==> config.mk <==
export PLATFORM = sky130hd
export DESIGN_NAME = scratch_pad_arbiter
export DESIGN_NICKNAME = d
export VERILOG_FILES = /design/src/rtl/scratch_pad_arbiter_pkg.sv /design/src/rtl/tag_fifo.sv /design/src/rtl/scratch_pad_arbiter.sv
export SDC_FILE = /design/constraint.sdc
export NUM_CORES = 1
export LEC_CHECK = 0
export CAP_MARGIN = 20
export CORE_MARGIN = 5
export CORE_UTILIZATION = 43
export DETAILED_ROUTE_END_ITERATION = 6
export GPL_TIMING_DRIVEN = 1
export PLACE_DENSITY = 0.85
export SKIP_LAST_GASP = 1
export SYNTH_ARGS = -nofsm -noshare
export SYNTH_HDL_FRONTEND = slang
export SYNTH_SLANG_ARGS = --single-unit
==> constraint.sdc <==
create_clock -name clk -period 6.05 [get_ports clk]
set_input_delay 1.21 -clock clk [delete_from_list [all_inputs] [get_ports clk]]
set_output_delay 1.21 -clock clk [all_outputs]
set_load 0.05 [all_outputs]
==> src/rtl/scratch_pad_arbiter_pkg.sv <==
// Shared types and helpers for the scratch-pad arbiter and its tag FIFO.
package scratch_pad_arbiter_pkg;

    typedef enum logic {
        OP_READ  = 1'b0,
        OP_WRITE = 1'b1
    } sp_op_e;

    // Number of bits needed to represent value, never less than one.
    function automatic int unsigned log2(input int unsigned value);
        int unsigned bits;
        bits = 1;
        for (int unsigned i = 1; i < 32; i++) begin
            if ((value >> i) != 0) begin
                bits = i + 1;
            end
        end
        return bits;
    endfunction

endpackage

==> src/rtl/tag_fifo.sv <==
// Requester-tag FIFO for in-flight reads; supports push and pop in one cycle, even when full.
module tag_fifo
    import scratch_pad_arbiter_pkg::*;
#(
    parameter int unsigned WIDTH = 1,
    parameter int unsigned DEPTH = 32,
    localparam int unsigned CNT_W = log2(DEPTH)
) (
    input  logic             clk,
    input  logic             rst,
    input  logic             push,
    input  logic [WIDTH-1:0] push_data,
    input  logic             pop,
    output logic [WIDTH-1:0] head,
    output logic             empty,
    output logic             full,
    output logic [CNT_W-1:0] count
);

    localparam int unsigned PTR_W = log2(DEPTH - 1);

    logic [WIDTH-1:0] mem [DEPTH];
    logic [PTR_W-1:0] wr_ptr;
    logic [PTR_W-1:0] rd_ptr;
    logic             do_push;
    logic             do_pop;

    assign empty   = (count == '0);
    assign full    = (count == CNT_W'(DEPTH));
    assign do_pop  = pop & ~empty;
    assign do_push = push & (~full | do_pop);
    assign head    = mem[rd_ptr];

    always_ff @(posedge clk) begin
        if (rst) begin
            wr_ptr <= '0;
            rd_ptr <= '0;
            count  <= '0;
        end else begin
            if (do_push) begin
                wr_ptr <= wr_ptr + PTR_W'(1);
            end
            if (do_pop) begin
                rd_ptr <= rd_ptr + PTR_W'(1);
            end
            if (do_push && !do_pop) begin
                count <= count + CNT_W'(1);
            end else if (do_pop && !do_push) begin
                count <= count - CNT_W'(1);
            end
        end
    end

    always_ff @(posedge clk) begin
        if (do_push) begin
            mem[wr_ptr] <= push_data;
        end
    end

endmodule

==> src/rtl/scratch_pad_arbiter.sv <==
// Round-robin arbiter sharing one scratch-pad port among REQUESTERS clients,
// with in-order read responses routed back through a tag FIFO.
module scratch_pad_arbiter
    import scratch_pad_arbiter_pkg::*;
#(
    parameter int unsigned REQUESTERS      = 4,
    parameter int unsigned WIDTH           = 64,
    parameter int unsigned ADDR_WIDTH      = 12,
    parameter int unsigned MAX_OUTSTANDING = 32,
    localparam int unsigned TAG_WIDTH      = log2(REQUESTERS - 1)
) (
    input  logic                             rst,
    input  logic                             clk,
    input  logic [0:REQUESTERS-1]            req_rd_en,
    input  logic [0:REQUESTERS-1]            req_wr_en,
    input  logic [ADDR_WIDTH*REQUESTERS-1:0] req_addr,
    input  logic [WIDTH*REQUESTERS-1:0]      req_d,
    output logic [0:REQUESTERS-1]            req_full,
    output logic [WIDTH-1:0]                 req_q,
    output logic [0:REQUESTERS-1]            req_valid,
    input  logic [0:REQUESTERS-1]            req_stall,
    output logic                             sp_rd_en,
    output logic                             sp_wr_en,
    output logic [ADDR_WIDTH-1:0]            sp_addr,
    output logic [WIDTH-1:0]                 sp_d,
    input  logic                             sp_full,
    input  logic [WIDTH-1:0]                 sp_q,
    input  logic                             sp_valid,
    output logic                             sp_stall
);

    localparam int unsigned CNT_W = log2(MAX_OUTSTANDING);

    typedef struct packed {
        sp_op_e                op;
        logic [ADDR_WIDTH-1:0] addr;
        logic [WIDTH-1:0]      data;
    } hold_t;

    hold_t                 hold [REQUESTERS];
    logic [REQUESTERS-1:0] hold_vld;
    logic [REQUESTERS-1:0] eligible;
    logic [TAG_WIDTH-1:0]  rr_ptr;
    logic                  gnt_vld;
    logic [TAG_WIDTH-1:0]  gnt_idx;
    logic                  gnt_rd;
    logic                  rd_ok;

    logic                  tag_push;
    logic                  tag_pop;
    logic [TAG_WIDTH-1:0]  tag_head;
    logic                  tag_empty;
    logic                  tag_full;
    logic [CNT_W-1:0]      outstanding;

    // Response routing straight from the scratch-pad to the head tag's owner.
    assign req_q    = sp_q;
    assign sp_stall = ~tag_empty & req_stall[tag_head];
    assign tag_pop  = sp_valid & ~sp_stall & ~tag_empty;

    // A response retiring this cycle frees a slot for a read granted in the same cycle.
    assign rd_ok = ~tag_full | tag_pop;

    always_comb begin
        req_full  = '0;
        req_valid = '0;
        eligible  = '0;
        for (int unsigned i = 0; i < REQUESTERS; i++) begin
            req_full[i]  = hold_vld[i];
            req_valid[i] = sp_valid & ~tag_empty & (tag_head == TAG_WIDTH'(i));
            eligible[i]  = hold_vld[i] & ~sp_full & ((hold[i].op == OP_WRITE) | rd_ok);
        end
    end

    // First eligible entry at or after rr_ptr, wrapping around.
    always_comb begin : rr_select
        int unsigned          idx;
        logic [TAG_WIDTH-1:0] sel;
        gnt_vld = 1'b0;
        gnt_idx = '0;
        idx     = 0;
        sel     = '0;
        for (int unsigned k = 0; k < REQUESTERS; k++) begin
            idx = 32'(rr_ptr) + k;
            if (idx >= REQUESTERS) begin
                idx = idx - REQUESTERS;
            end
            sel = TAG_WIDTH'(idx);
            if (!gnt_vld && eligible[sel]) begin
                gnt_vld = 1'b1;
                gnt_idx = sel;
            end
        end
    end

    assign gnt_rd   = (hold[gnt_idx].op == OP_READ);
    assign tag_push = gnt_vld & gnt_rd;

    always_ff @(posedge clk) begin
        if (rst) begin
            rr_ptr   <= '0;
            hold_vld <= '0;
            sp_rd_en <= 1'b0;
            sp_wr_en <= 1'b0;
            sp_addr  <= '0;
            sp_d     <= '0;
        end else begin
            sp_rd_en <= 1'b0;
            sp_wr_en <= 1'b0;
            if (gnt_vld) begin
                sp_rd_en <= gnt_rd;
                sp_wr_en <= ~gnt_rd;
                sp_addr  <= hold[gnt_idx].addr;
                sp_d     <= hold[gnt_idx].data;
                rr_ptr   <= (gnt_idx == TAG_WIDTH'(REQUESTERS - 1)) ? '0 : gnt_idx + TAG_WIDTH'(1);
            end
            for (int unsigned i = 0; i < REQUESTERS; i++) begin
                if (!hold_vld[i] && (req_rd_en[i] || req_wr_en[i])) begin
                    hold_vld[i] <= 1'b1;
                end else if (gnt_vld && gnt_idx == TAG_WIDTH'(i)) begin
                    hold_vld[i] <= 1'b0;
                end
            end
        end
    end

    // Payload only; a write wins over a simultaneous read.
    always_ff @(posedge clk) begin
        for (int unsigned i = 0; i < REQUESTERS; i++) begin
            if (!hold_vld[i] && (req_rd_en[i] || req_wr_en[i])) begin
                hold[i].op   <= req_wr_en[i] ? OP_WRITE : OP_READ;
                hold[i].addr <= req_addr[(REQUESTERS-1-i)*ADDR_WIDTH +: ADDR_WIDTH];
                hold[i].data <= req_d[(REQUESTERS-1-i)*WIDTH +: WIDTH];
            end
        end
    end

    tag_fifo #(
        .WIDTH (TAG_WIDTH),
        .DEPTH (MAX_OUTSTANDING)
    ) u_tag_fifo (
        .clk       (clk),
        .rst       (rst),
        .push      (tag_push),
        .push_data (gnt_idx),
        .pop       (tag_pop),
        .head      (tag_head),
        .empty     (tag_empty),
        .full      (tag_full),
        .count     (outstanding)
    );

    a_outstanding_bound: assert property (@(posedge clk) disable iff (rst)
        outstanding <= CNT_W'(MAX_OUTSTANDING));

endmodule

==> results of run 1 <==
==> report_power, final <==
group,leakage (nW),internal (mW),switching [mW],total (mW)
Sequential,4.44,3.92,0.169,4.09
Combinational,3.51,0.902,1.46,2.37
Clock,0.796,1.78,1.28,3.06
==> kinds of logic after synthesis <==
kind of cell / synth area share, %
muxes: 6.91
and+or+nand+nor: 6.13
adders and majority gates: 1.02
DFF: 69.6
buffers and inverters: 4.66
xor gates and xnor gates: 0.413
AOI/OAI and AO/OA: 11.3
==> how the worst max path moves through the flow <==
stage	startpoint	endpoint	slack, ns	cells past startpoint
floorplan	flop	u_tag_fifo.count[5]	0.35	22
global placement	sp_valid	u_tag_fifo.count[5]	0.50	18
detailed placement	sp_valid	u_tag_fifo.count[5]	0.26	18
CTS	flop	u_tag_fifo.count[5]	0.21	20
global route	flop	u_tag_fifo.count[5]	0.02	21
finish	flop	u_tag_fifo.count[5]	0.34	21
==> what timing repair did <==
action                                  CTS  global route
endpoints found under the setup margin    0             1
setup buffers                             0             2
resized for setup                         0             3
==> metal layers <==
metal,part of all wire [%],global-route usage (%),up-vias
met4,4.0,8.58,4
met1,36,27.7,6418
met3,9.1,5.73,145
met2,51,39.0,828
li1,-,-,5610
met5,0.046,0,-
==> area by class of cell <==
class                   count  share of cell area [%]
diodes                      2                  0.0200
clock buffers              74                    5.75
clock inverters            18                   0.818
inverters                  19                   0.294
multi-input cells         646                    20.0
flip-flops and latches    477                    52.9
well taps                 592                    2.95
repair buffers            434                    17.3
==> worst register-to-register path, cell delays in order (launching register included) <==
cell and delay (ns):
dfxtp_1 0.31, buf_4 0.22, mux4_2 0.54, mux4_2 0.53
mux2i_4 0.25, inv_2 0.09, or4b_4 0.56, and3b_1 0.24
a221o_1 0.45, o2bb2ai_4 0.16, o211ai_1 0.30, a21oi_2 0.11
ha_1 0.24, inv_1 0.14, ha_1 0.25, a21o_1 0.18
a21oi_1 0.22, o21bai_1 0.09, a21oi_1 0.18, xnor2_1 0.09
or3_1 0.31, a21oi_1 0.16
==> cell usage in the layout (no fill, tap or decap), types with 37 or more instances in the layout <==
cell type / synthesis / layout
a221o_1: 77 / 77
edfxtp_1: 372 / 372
mux2_1: 79 / 79
nand3_1: 84 / 84
o21ai_0: 82 / 82
a21boi_1: 63 / 63
dfxtp_1: 105 / 104
clkbuf_16: 0 / 50
clkdlybuf4s50_1: 0 / 406
nor2_1: 43 / 37
==> flip-flops by register name, indices dropped and copies added (netlist names), named ones only <==
register	flops
hold	308
hold_vld	4
rr_ptr	2
sp_addr	12
sp_d	64
sp_rd_en	1
sp_wr_en	1
u_tag_fifo.count	6
u_tag_fifo.mem	64
u_tag_fifo.rd_ptr	5
u_tag_fifo.wr_ptr	5
==> run metrics, run 1 <==
crit path time final 5.71 ns; cell area power density 380 nW/um2; core area roughly 44000 um2; worst hold slack 0.485 ns; fin worst setup slack 0.336 ns; nets between 2000 and 2500; fmax about 0.17 GHz; RSZ-0062 raised after global routing false; Non-Filler Instances about 2300; pin count of the biggest net entering global routing 79; ys async rst share 0%; TNS Setup 0 ns; layout cells sized above 1 8.03%; Lkg Pwr 8.75 nW; Synth Instances 1288; row cnt 77; Routed Antenna Nets 0; count leader, synth edfxtp_1; Hold Path Stages 1; fill count approximately 3300; gr usage total 22.7%; first-pass GRT wire length 83600 um; status complete, no violations; hold_buf cts 0; DP HPWL around 37000 um; CTS Sinks 477; maximum VDD drop 321 uV; Final Instance Area 25100 um2; CP Max Fanout 12; top cells by count, synth 372 x edfxtp_1, 105 x dfxtp_1, 84 x nand3_1; dpl ws 0.259 ns; Final Setup Violations 0; Yosys cell types between 50 and 60; Worst EP required around 6.5 ns; final WL about 57000 um; total power draw 9.52 mW; placed cell count 2166; WL per Instance 25.1 um; Die Area 48700 um2; Placer Congestion 0.849; Boundary Pins ~540; clk buf depth 3; FF/Latch Area 13300 um2; Critical Path Most Common Cell a21oi_1; Worst-Skew Late Latency 0.59 ns; Post-Syn Area 19100 um2; Post-Route Utilization between 50% and 60%; clk slew on worst S/H paths 0.06 ns; Hold Startpoint sp_addr[0]; dominant synthesized flop cell edfxtp_1; vias in the first global route 13800; Slew Limit Fails 0; 1st-iter DRT viols ~1500; Residual DRC 0; drt pass-1 iters 7; Worst slew margin 27.0%; R2R setup slack about 0.34 ns; largest stage delay on the critical path roughly 0.56 ns; Seq/Total Area, Yosys 69.6%; htree depth 2; R2R Path End u_tag_fifo.count[5]; CTS tree yes; Multi-input gate area 5010 um2; Mean Syn Cell Area about 15 um2; worst hold path class reg2reg; synth warn 0; Horiz. Die Dim between 200 and 250 um; largest area contributor in the netlist edfxtp_1; Die Y 221 um; top cells by area, synth edfxtp_1 59%, dfxtp_1 11%, mux2_1 4.7%; max_cap viols 0; Via density 5.75; final hold violations 0; Final Cycle Share between 90% and 100%; syn nets approximately 1700; placed cell areas approximately 23000 um2; IO buf count 406; worst-margin pin slew 1.10 ns; Buf/Inv on CP 3; Layout area overhead 31.5%; CP Capture Type flop; vias 13000; CTS buffer count 49; Slowest-stage cell, CP or4b_4; Starting Density 43.3%; EDFF count, synth 372; GRT Residual Overflow 0; clock root buffer clkbuf_16; Hold Path Sink sp_addr[0]; Critical Path AT 6.20 ns; initial antenna violation count 3; share of the synthesized area in the top cell type 58.6%; clk_skew 0.0249 ns; CP top delay family compound AO/OA/AOI/OAI gates; CP Class reg2reg; CP Launch Type flop; Yosys reg bits 477; critical path cell sequence buf_4 -> mux4_2 -> mux4_2 -> mux2i_4 -> inv_2 -> or4b_4 -> and3b_1 -> a221o_1 -> o2bb2ai_4 -> o211ai_1 -> a21oi_2 -> ha_1 -> inv_1 -> ha_1 -> a21o_1 -> a21oi_1 -> o21bai_1 -> a21oi_1 -> xnor2_1 -> or3_1 -> a21oi_1; worst reg2reg path depth 21
(Power assumes the default switching activity.)
==> run 2: changes to the inputs <==
Settings changed: CORE_ASPECT_RATIO set to 1.4, GPL_TIMING_DRIVEN 1 to 0.
==> run metrics, run 2 (same netlist as run 1, synthesis figures left out) <==
status complete, no violations; Final Instance Area 26500 um2; Routed Antenna Nets 0; Via density 5.63; max_cap viols 0; CP Max Fanout 10; TNS Setup 0 ns; pin count of the biggest net entering global routing 37; clock root buffer clkbuf_16; Die Y 259 um; final WL 60500 um; CTS Sinks around 480; cell area power density 364 nW/um2; Worst EP required 6.53 ns; initial antenna violation count 12; nets 2224; row cnt 91; most common cell after layout, fill and taps aside clkdlybuf4s50_1; clk_skew 0.0210 ns; maximum VDD drop 241 uV; hold_buf cts 0; Slew Limit Fails 0; CTS tree yes; gr usage total a little under a quarter; worst hold slack 0.489 ns; worst-margin pin slew 1.04 ns; CP Capture Type flop; Boundary Pins 535; crit path time final about 5.9 ns; Worst slew margin 30.3%; placed cell areas 24700 um2; Reg with most FFs hold; Die Area 48700 um2; core area 43900 um2; Placer Congestion 0.866; 1st-iter DRT viols 1080; Final Cycle Share a little over nine tenths; clk slew on worst S/H paths about 0.06 ns; CP Class reg2reg; CTS buffer count 46; vias around 14000; WL per Instance roughly 25 um; clk buf depth 3; first-pass GRT wire length 88100 um; GRT Residual Overflow 0; Worst-Skew Late Latency 0.56 ns; leading registers by flop count hold (308), sp_d (64), u_tag_fifo.mem (64); worst hold path class reg2reg; fmax 0.170 GHz; most frequent cells in the layout 470 x clkdlybuf4s50_1, 372 x edfxtp_1, 103 x dfxtp_1; Final Setup Violations 0; Lkg Pwr roughly 9.4 nW; layout cells sized above 1 between 10% and 20%; CP Launch Type flop; vias in the first global route around 14000; Horiz. Die Dim approximately 190 um; Critical Path AT ~6.4 ns; final hold violations 0; DP HPWL between 40000 and 50000 um; htree depth 2; drt pass-1 iters 6; Residual DRC 0; max reg flops between 300 and 400; IO buf count 470; Layout area overhead 38.7%; Starting Density around 43%
[run 2: area by class of cell]
type | instances | area [um2]
Tap cell | 558 | 698
Buffer | 144 | 847
Multi-Input combinational cell | 646 | 5030
Clock buffer | 60 | 1240
Fill cell | 3182 | 17500
Sequential cell | 477 | 13300
Timing Repair Buffer | 491 | 4980
Inverter | 19 | 71.3
Clock inverter | 26 | 284
Antenna cell | 9 | 22.5
[run 2: power by group]
part | internal [mW] | switching [mW]
registers | 3.92 | 0.179
logic | 1.02 | 1.60
clock network | 1.68 | 1.24
total | 6.62 | 3.02
[run 2: per-stage QoR]
step | std cells | setup WS (ns) | total power, mW | util [%]
after floorplan | 1288 | 0.348 | 5.68 | -
after global placement | 2316 | -2.21 | 6.61 | 55.7
after detailed placement | 2325 | -1.58 | 6.69 | 56.2
after CTS | 2416 | 0.0459 | 9.63 | 59.9
after global routing | 2428 | -0.0364 | 10.0 | 60.2
final | 2430 | 0.152 | 9.64 | 60.2
[run 2: path summary, 6_finish.rpt]
check / from / depth (start not counted) / to / slack [ns]
worst min-delay path: sp_d[35] / 1 / sp_d[35] / 0.49
worst max register to register: flop / 22 / u_tag_fifo.count[5] / 0.15
worst max-delay path: flop / 22 / u_tag_fifo.count[5] / 0.15
worst min register to register: sp_d[35] / 1 / sp_d[35] / 0.49
[run 2: what timing repair did]
action                                  CTS  global route
pin swaps                                 6             6
endpoints found under the setup margin   63             2
endpoints found under the hold margin     0             0
buffers inserted                          7             5
resized for setup                        16            15
[run 2: worst max-delay path, cell delays in order (launching register included)]
cell       delay [ns]
dfxtp_4          0.38
buf_8            0.16
mux4_2           0.53
mux4_2           0.52
mux2i_4          0.26
inv_2            0.09
or4b_4           0.57
and3b_1          0.27
a221o_1          0.40
a2bb2oi_4        0.18
nand4_1          0.23
a21oi_4          0.25
buf_8            0.16
ha_2             0.22
inv_1            0.10
ha_1             0.28
a21o_1           0.19
a21oi_2          0.19
o21bai_1         0.09
a21oi_1          0.19
xnor2_1          0.10
or3_1            0.30
a21oi_1          0.14
[run 2: metal layers]
layer / wire, um / vias to the layer above / track usage [%] / part of all wire [%]
li1: - / 6015 / - / -
met1: 19400 / 6616 / 24.7 / 32
met2: 32300 / 884 / 44.5 / 53
met3: 5730 / 166 / 6.35 / 9.5
met4: 3020 / 6 / 10.5 / 5.0
met5: 34 / - / 0 / 0.056
==> run 3: changes to the inputs <==
Settings changed: CAP_MARGIN 20 to not set.
==> run metrics, run 3 (same netlist as run 1, synthesis figures left out) <==
largest stage delay on the critical path 0.57 ns; CP Capture Type flop; dpl ws -1.56 ns; Final Instance Area 26400 um2; drt pass-1 iters 5; Slew Limit Fails 0; Boundary Pins around 540; initial antenna violation count 16; placed cell areas 24700 um2; row cnt 91; Via density ~5.6; Worst EP required approximately 6.5 ns; most common cell after layout, fill and taps aside clkdlybuf4s50_1; WL per Instance 24.9 um; critical path cell sequence buf_12 -> mux4_2 -> mux4_2 -> mux2i_4 -> inv_2 -> or4b_4 -> and3b_2 -> a221o_1 -> a2bb2oi_4 -> nand4_1 -> a21oi_4 -> buf_8 -> ha_2 -> inv_1 -> ha_1 -> a21o_1 -> a21oi_2 -> o21bai_1 -> a21oi_1 -> xnor2_1 -> or3_1 -> a21oi_1; Residual DRC 0; Starting Density 43.4%; cell area power density approximately 360 nW/um2; clk slew on worst S/H paths 0.06 ns; vias in the first global route 14200; htree depth 2; crit path time final 5.86 ns; Post-Route Utilization 60.1%; Die Y 259 um; core area 43900 um2; Final Setup Violations 0; nets 2223; pin count of the biggest net entering global routing 37; fmax about 0.17 GHz; final WL 60700 um; CTS Sinks about 480; Non-Filler Instances 2432; Reg with most FFs hold; CP Max Fanout 10; Buf/Inv on CP 4; clock root buffer clkbuf_16; max reg flops 308; clk_skew 0.0183 ns; layout cells sized above 1 between 10% and 20%; Lkg Pwr 9.37 nW; vias 13700; Routed Antenna Nets 0; maximum VDD drop 323 uV; CP Class reg2reg; Die Area 48700 um2; leading registers by flop count hold (308), sp_d (64), u_tag_fifo.mem (64); GRT Residual Overflow 0; DP HPWL between 40000 and 50000 um; max_cap viols 0; gr usage total 23.6%; Final Cycle Share a little over nine tenths; first-pass GRT wire length 87500 um; Worst slew margin 33.1%; final hold violations 0; placed cell count 2325; 1st-iter DRT viols approximately 1200; worst hold path class reg2reg; clk buf depth 3; CTS buffer count 46; Layout area overhead 38.6%; most frequent cells in the layout 470 x clkdlybuf4s50_1, 372 x edfxtp_1, 103 x dfxtp_1; CP Launch Type flop; Critical Path AT about 6.3 ns; status complete, no violations; Placer Congestion just under 0.9; hold_buf cts 0; CTS tree yes; fin worst setup slack 0.186 ns; CP top delay family compound AO/OA/AOI/OAI gates; Slowest-stage cell, CP or4b_4; worst-margin pin slew 1.00 ns; Horiz. Die Dim 188 um; fill count 3212; IO buf count 470; Worst-Skew Late Latency 0.55 ns; worst hold slack 0.493 ns
-- run 3: changes by cell type in the layout (fill, tap and decap cells not counted), moves of 2 or more --
cell,change
a2bb2oi_1,+2
a2bb2oi_2,-2
buf_4,-3
clkinv_2,-2
clkinv_4,-2
clkinvlp_4,+2
diode_2,+4
-- run 3: repair_timing --
item                                    CTS  global route
pin swaps                                 6             6
setup buffers                             7             4
endpoints found under the setup margin   62            23
gates resized for setup                  14            19
gates cloned                              0             0
-- run 3: final cells by class --
class | instances | area [um2] | area share, %
tap | 558 | 698 | 2.64
clock buffer | 62 | 1260 | 4.78
sequential | 477 | 13300 | 50.2
timing repair buffer | 490 | 4970 | 18.8
antenna | 13 | 32.5 | 0.123
clock inverter | 23 | 230 | 0.871
buffer | 144 | 856 | 3.24
inverter | 19 | 71.3 | 0.270
multi-input combinational | 646 | 5030 | 19.0
-- run 3: routing by layer --
metal	track usage [%]	vias to the layer above	wire length, um
li1	-	6007	-
met5	0	-	53
met2	44.1	888	32200
met1	24.1	6645	19400
met4	11.3	8	3230
met3	6.90	169	5780
-- run 3: power by group --
group          leakage, nW  internal, mW  switching, mW  total, mW
Combinational         4.21          1.02           1.60       2.62
Clock                0.723          1.64           1.22       2.87
Sequential            4.44          3.92          0.178       4.10
-- run 3: path summary, 6_finish.rpt --
check	startpoint	endpoint	slack, ns	cells after the start
min	sp_d[39]	sp_d[39]	0.49	1
max reg2reg	flop	u_tag_fifo.count[5]	0.19	22
min reg2reg	sp_d[39]	sp_d[39]	0.49	1
max	flop	u_tag_fifo.count[5]	0.19	22
-- run 3: through the flow --
stage / total power [mW] / TNS, ns
2_1_floorplan: 5.68 / 0
3_3_place_gp: 6.61 / -594.28
3_5_place_dp: 6.69 / -13.04
4_1_cts: 9.59 / 0
5_1_grt: 9.94 / -0.0329
6_report: 9.59 / 0
